## config.mk

```make
export PLATFORM = sky130hd
export DESIGN_NAME = sap_controller
export DESIGN_NICKNAME = d
export VERILOG_FILES = /design/src/rtl/sap_controller.sv
export SDC_FILE = /design/constraint.sdc
export NUM_CORES = 1
export LEC_CHECK = 0
export ABC_AREA = 1
export BUFFER_PORTS_ARGS = -buffer_cell sky130_fd_sc_hd__buf_2
export CORE_MARGIN = 3
export CORE_UTILIZATION = 35
export CTS_CLUSTER_DIAMETER = 50
export DETAILED_ROUTE_END_ITERATION = 12
export GPL_TIMING_DRIVEN = 0
export PLACE_DENSITY = 0.56
export SKIP_LAST_GASP = 1
export SLEW_MARGIN = 25
export SYNTH_ARGS = -nofsm -noshare
export SYNTH_HDL_FRONTEND = slang
export SYNTH_SLANG_ARGS = --single-unit
```

## constraint.sdc

```tcl
create_clock -name clk -period 1.59 [get_ports clk]
set_input_delay 0.477 -clock clk [delete_from_list [all_inputs] [get_ports clk]]
set_output_delay 0.477 -clock clk [all_outputs]
set_load 0.02 [all_outputs]
```

## src/rtl/sap_controller.sv

```systemverilog
// sap_controller: T1-T6 ring sequencer and control-word decoder for the 8-bit bus machine
//   clk, clrbar (sync active-low reset), opcode[3:0] (IR upper nibble, valid T4-T6)
//   t_state[5:0] one-hot ring; cp, epbar, lmbar, cebar, libar, eibar, labar, ea,
//   add_subbar, enablebar, lbbar, lobar control word; hlt halted flag; instr_count[7:0]
module sap_controller (
  input  logic       clk,
  input  logic       clrbar,
  input  logic [3:0] opcode,
  output logic [5:0] t_state,
  output logic       cp,
  output logic       epbar,
  output logic       lmbar,
  output logic       cebar,
  output logic       libar,
  output logic       eibar,
  output logic       labar,
  output logic       ea,
  output logic       add_subbar,
  output logic       enablebar,
  output logic       lbbar,
  output logic       lobar,
  output logic       hlt,
  output logic [7:0] instr_count
);
  typedef enum logic [5:0] {
    T1 = 6'b000001,
    T2 = 6'b000010,
    T3 = 6'b000100,
    T4 = 6'b001000,
    T5 = 6'b010000,
    T6 = 6'b100000
  } state_t;
  localparam logic [3:0] LDA = 4'b0000;
  localparam logic [3:0] ADD = 4'b0001;
  localparam logic [3:0] SUB = 4'b0010;
  localparam logic [3:0] OUT = 4'b1110;
  localparam logic [3:0] HLT = 4'b1111;
  state_t state, state_n;
  logic   halted, halt_n;
  logic   mem_op, alu_op, is_hlt;
  assign mem_op  = opcode == LDA || opcode == ADD || opcode == SUB;
  assign alu_op  = opcode == ADD || opcode == SUB;
  assign is_hlt  = opcode == HLT;
  assign t_state = state;
  // once halted the ring parks in T4 until reset
  always_comb begin
    state_n = state;
    halt_n  = halted;
    if (!halted) begin
      case (state)
        T1:      state_n = T2;
        T2:      state_n = T3;
        T3:      state_n = T4;
        T4:      state_n = is_hlt ? T4 : T5;
        T5:      state_n = T6;
        default: state_n = T1;
      endcase
      halt_n = state == T4 && is_hlt;
    end
  end
  always_ff @(posedge clk) begin
    if (!clrbar) begin
      state       <= T1;
      halted      <= 1'b0;
      instr_count <= 8'd0;
    end else begin
      state  <= state_n;
      halted <= halt_n;
      if (state == T6) instr_count <= instr_count + 8'd1;
    end
  end
  // decode only while running; reset low or halted yields the inactive word
  always_comb begin
    cp         = 1'b0;
    epbar      = 1'b1;
    lmbar      = 1'b1;
    cebar      = 1'b1;
    libar      = 1'b1;
    eibar      = 1'b1;
    labar      = 1'b1;
    ea         = 1'b0;
    add_subbar = 1'b1;
    enablebar  = 1'b1;
    lbbar      = 1'b1;
    lobar      = 1'b1;
    hlt        = clrbar && halted;
    if (clrbar && !halted) begin
      case (state)
        T1: begin
          epbar = 1'b0;
          lmbar = 1'b0;
        end
        T2: cp = 1'b1;
        T3: begin
          cebar = 1'b0;
          libar = 1'b0;
        end
        T4: begin
          eibar = !mem_op;
          lmbar = !mem_op;
          ea    = opcode == OUT;
          lobar = opcode != OUT;
          hlt   = is_hlt;
        end
        T5: begin
          cebar = !mem_op;
          labar = opcode != LDA;
          lbbar = !alu_op;
        end
        T6: begin
          enablebar  = !alu_op;
          labar      = !alu_op;
          add_subbar = opcode != SUB;
        end
        default: ;
      endcase
    end
  end
endmodule

```

=== Word-level counts from Yosys, hierarchy flattened ===
Index checks and enable logic that the tools add are counted.

* Word-level logic and storage cells: 56
* Latch bits: 0
* Register bits: 15
* Memories kept: 0
* Input bits: 6
* Output and inout bits: 27
* ROM bits: 0
* RAM bits: 0

* Multipliers: 0
* Magnitude comparators: 0
* Shift-type cells: 0
* Mux-type cells: 29
* Reductions and logical operators: 11
* $add $sub $neg: 1
* Divide/modulo/power cells: 0
* Equality and inequality tests: 12
* Bitwise logic cells: 0

{| class="wikitable"
|+ Operator list
! operator !! count
|-
| one-hot mux 6 bit (5 select lines) || 1
|-
| 2-to-1 mux 1 bit || 24
|-
| adder 8 x 1 -> 8 bit, second input constant || 1
|-
| equality test 4 bit, second input constant || 2
|-
| equality test 6 x 1 -> 1 bit, second input constant || 1
|-
| equality test 6 x 2 -> 1 bit, second input constant || 1
|-
| equality test 6 x 3 -> 1 bit, second input constant || 1
|-
| equality test 6 x 4 -> 1 bit, second input constant || 1
|-
| equality test 6 x 5 -> 1 bit, second input constant || 1
|-
| equality test 6 bit, second input constant || 1
|-
| one-hot mux 1 bit (2 select lines) || 3
|-
| 2-to-1 mux 5 bit || 1
|-
| equality test 4 x 1 -> 1 bit, second input constant || 1
|-
| equality test 4 x 2 -> 1 bit, second input constant || 1
|-
| logical NOT 4 bit || 1
|-
| != test 4 x 2 -> 1 bit, second input constant || 1
|-
| != test 4 bit, second input constant || 1
|-
| nonzero test 4 bit || 1
|-
| logical AND 1 bit || 3
|-
| logical NOT 1 bit || 3
|-
| logical OR 1 bit || 3
|}

=== Logic depth before layout (Yosys ltp) ===
* Word-level depth: 6
* Gate-level depth with buffers: 7
* Mapped depth without buffers: 7

=== Least setup slack after synthesis ===
Ideal clock, no wire load.

* Path kind: input to output
* Start point: in opcode[3]
* End point: out labar
* Path buffers: 0
* Required time: 1113 ps
* Stages: 6
* Arrival: 1347 ps
* Path slack: -234 ps
* Cell sequence: nor2_1 -> nand2_1 -> nor3_2 -> nand2_1 -> nand2_1 -> o21ai_0

* Longest elaborated chain between the ends: 5
* Elaborated cells on any way between the ends: 7
* Those cells by class: 2 x eq/ne; 2 x mux; 3 x reduce/logical

{| class="wikitable"
|+ RTL lines
! what !! line !! RTL
|-
| start, declared || 8 || <nowiki>input logic [3:0] opcode,</nowiki>
|-
| equality test 4 x 1 -> 1 bit / equality test 4 x 2 -> 1 bit (equally long branches) || 42 || <nowiki>assign alu_op = opcode == ADD || opcode == SUB;</nowiki>
|-
| logical OR 1 bit || 42 ||
|-
| logical NOT 1 bit || 112 || <nowiki>labar = !alu_op;</nowiki>
|-
| one-hot mux 1 bit (2 select lines) (*) || 88 || <nowiki>case (state)</nowiki>
|-
| 2-to-1 mux 1 bit (*) || 87 || <nowiki>if (clrbar && !halted) begin</nowiki>
|-
| end, declared || 16 || <nowiki>output logic labar,</nowiki>
|}

Mark *: on every way between the ends. The rest lies on a longest branch, timed or not.

=== Worst setup path after layout ===
* Start point: reg state[0], in the netlist t_state[0]
* End point: out lobar

* Longest elaborated chain between the ends: 3

{| class="wikitable"
|+ RTL lines
! what !! line !! RTL
|-
| start, declared || 38 || <nowiki>state_t state, state_n;</nowiki>
|-
| start signal, assigned || 67 || <nowiki>state <= state_n;</nowiki>
|-
| equality test 6 x 4 -> 1 bit || 88 ||
|-
| 2-to-1 mux 1 bit || 88 ||
|-
| 2-to-1 mux 1 bit || 87 ||
|-
| end, declared || 21 || <nowiki>output logic lobar,</nowiki>
|}

Every way passes these cells.

==> run summary <==
MaxCap Viol Count - 0
CTS Root Buffer Type - clkbuf_4
diodes inserted - 0
Inst Count DP - 203
Critical-path top delay cell - dfxtp_4
Starting Density - 38.8%
crit end category - output port
worst endpoint data arrival time - 1.49 ns
Static Leakage - 0.000692 uW
post-DP HPWL - 1.84 mm
Required @ worst endpoint - 1.11 ns
Hold EP - instr_count[7]
Yosys top cell area share - 33.1%
Final min period - 1.97 ns
Chip Width - 56.9 um
vias in the first global route - 1003
io pins - 33
initial antenna violation count - 0
clk_skew - 0.0112 ns
Post-Syn Area per Cell - 6.34 um^2
reg-to-reg endpoint - t_state[3]
Slew HR - 77.1%
RSZ-0062 raised after global routing - true
GRT Total Usage - 18.2%
post-synthesis sequential area ratio - 33.1%
synthesized cell area - 907 um^2
reg2reg path depth - 10
H-tree depth - 1
failing checks - negative setup slack
CTS tree - yes
Main synth FF type - dfxtp_1
Nets - 208
R2R Setup Slk - 0.10 ns
Die ar. - 3240 um^2
hold crit path type - flip-flop to flip-flop
Max clock buf depth - 2
Core Util, Final - 61.8%
FILL cells - 236
commonest cells in the netlist - 39 x nand2_1, 19 x inv_1, 19 x nor2_1
WS Path Type - flip-flop to output port
share of cells above drive strength 1 - 49.5%
final worst slack - -0.375 ns
Post-Layout Cell Count - 228
Final setup viols - 13
clock-pin slew on the worst setup and hold paths - 0.11 ns
Hold Path Depth - 2
syn nets - 150
Power Density - 598 nW/um^2
FFs w/ async S/R, synth - 0%
most frequent cell after synthesis - nand2_1
Crit path largest cell delay - 0.37 ns
CP delay by family, top - simple AND/OR/NAND/NOR gates
num rows - 17
first-pass GRT wire length - 4.75 mm
die height - 56.9 um
crit path launch type - flip-flop
port bufs - 32
critical path peak fanout - 4
Via-to-Cell Ratio - 4.88
run status - finished with violations
Core Area - 2340 um^2
synthesis-stage register bit count - 15
GRT overflow - 0
TritonCTS buffer count - 3
largest net degree at the start of global routing - 11
vias - 1113
Post-synth EDFFs - 0
Most common cell on crit path - nand4_1
max-slew violation count - 0
HP Start - instr_count[7]
worst-margin pin slew - 0.340 ns
worst path buffer plus inverter count - 2
Fin Setup TNS - -3.76 ns
WHS - 0.505 ns
Area Overhead vs Synth - 59.4%
beginning of the worst register-to-register path - t_state[0]
DRC Markers - 0
Mapped Cells - 143
Max Fclk - 0.509 GHz
clock latency on the worst-skew pair - 0.30 ns
wire per inst - 12.9 um
clk sink count - 15
Yosys cell types - 19
worst vdd ir - 0.369 mV
final worst-path cycle share - 124%
length of the first detailed-routing pass in iterations - 4
overall power - 864 uW
crit path from - t_state[0]
Synth area leaders - dfxtp_1 33%, nand2_1 16%, nand3_1 9.9%
post-synth top area cell - dfxtp_1
First DRT Iteration DRCs - 46
final hold vios - 0
final WL - 2.94 mm
yosys warns - 0
cells along the critical path - nor2_4 -> nand4_1 -> inv_2 -> nand4_1 -> buf_2
post-route ant nets - 0
Final Wtd Congestion - 0.759
-- tightest hold or removal path, cell delays in order (launching register included) --
cell     delay (ns)
dfxtp_1        0.34
nand2_1        0.07
a21oi_1        0.06
-- worst max-delay path by stage --
stage	to	slack, ns	depth (start not counted)
after floorplan	ea	-0.11	5
after global placement	labar	-0.29	8
after detailed placement	labar	-0.31	8
after CTS	hlt	-0.35	6
after global routing	hlt	-0.44	6
final	lobar	-0.38	5
-- cells by family (layout without fill, tap and decap cells) --
family	Yosys count	after routing	share of synthesized area (%)
adders and majority gates	1	1	1.38
AOI/OAI and AO/OA	12	12	6.76
buffers and inverters	21	78	9.65
and+or+nand+nor	93	93	48.1
xor gates and xnor gates	1	1	0.966
DFF	15	15	33.1
-- placed cells by master (no fill, tap or decap), drive strengths merged --
cell / count
buf: 55
nand2: 41
nor2: 24
inv: 19
nand3: 18
dfxtp: 15
nand4: 7
a21oi: 7
o21ai: 4
clkbuf: 3
nor3: 2
nor4: 1
o22ai: 1
xnor2: 1
ha: 1
clkinv: 1
-- metal layers --
metal  track usage (%)  routed length (um)  part of all wire (%)
met5                 0                   0                     0
met4              5.96                  34                   1.2
met3              2.53                 189                   6.4
met2              28.2                1320                    45
met1              25.9                1400                    48
-- stage by stage --
stage,setup slack [ns],cell area (um^2)
final,-0.375,1450
after global routing,-0.439,1450
after CTS,-0.349,1380
after floorplan,-0.112,927
after detailed placement,-0.312,1120
after global placement,-0.295,1120
-- flip-flops by register name, indices dropped and copies added, names as in the netlist --
register     cells
t_state          6
instr_count      8
halted           1
-- final cells by class --
| class | count | area (um^2) | area share, % |
|---|---|---|---|
| plain buffers | 2 | 16.3 | 1.12 |
| clock buffers | 3 | 22.5 | 1.56 |
| clock inverters | 1 | 5.00 | 0.346 |
| inverters | 19 | 76.3 | 5.28 |
| multi-input cells | 107 | 592 | 40.9 |
| flip-flops and latches | 15 | 327 | 22.6 |
| well taps | 28 | 35.0 | 2.42 |
| repair buffers | 53 | 373 | 25.8 |
-- power by group --
part / internal, uW / switching, uW
Clock: 93.7 / 147
Combinational: 95.5 / 131
Sequential: 382 / 14.7
-- what timing repair did --
action | 4_1_cts | 5_1_grt
pin swaps | 15 | 7
hold buffers | 0 | 0
setup endpoints to repair | 13 | 14
resized for setup | 36 | 15
buffers inserted | 18 | 4
No activity file was read; power rests on OpenSTA's default activity.
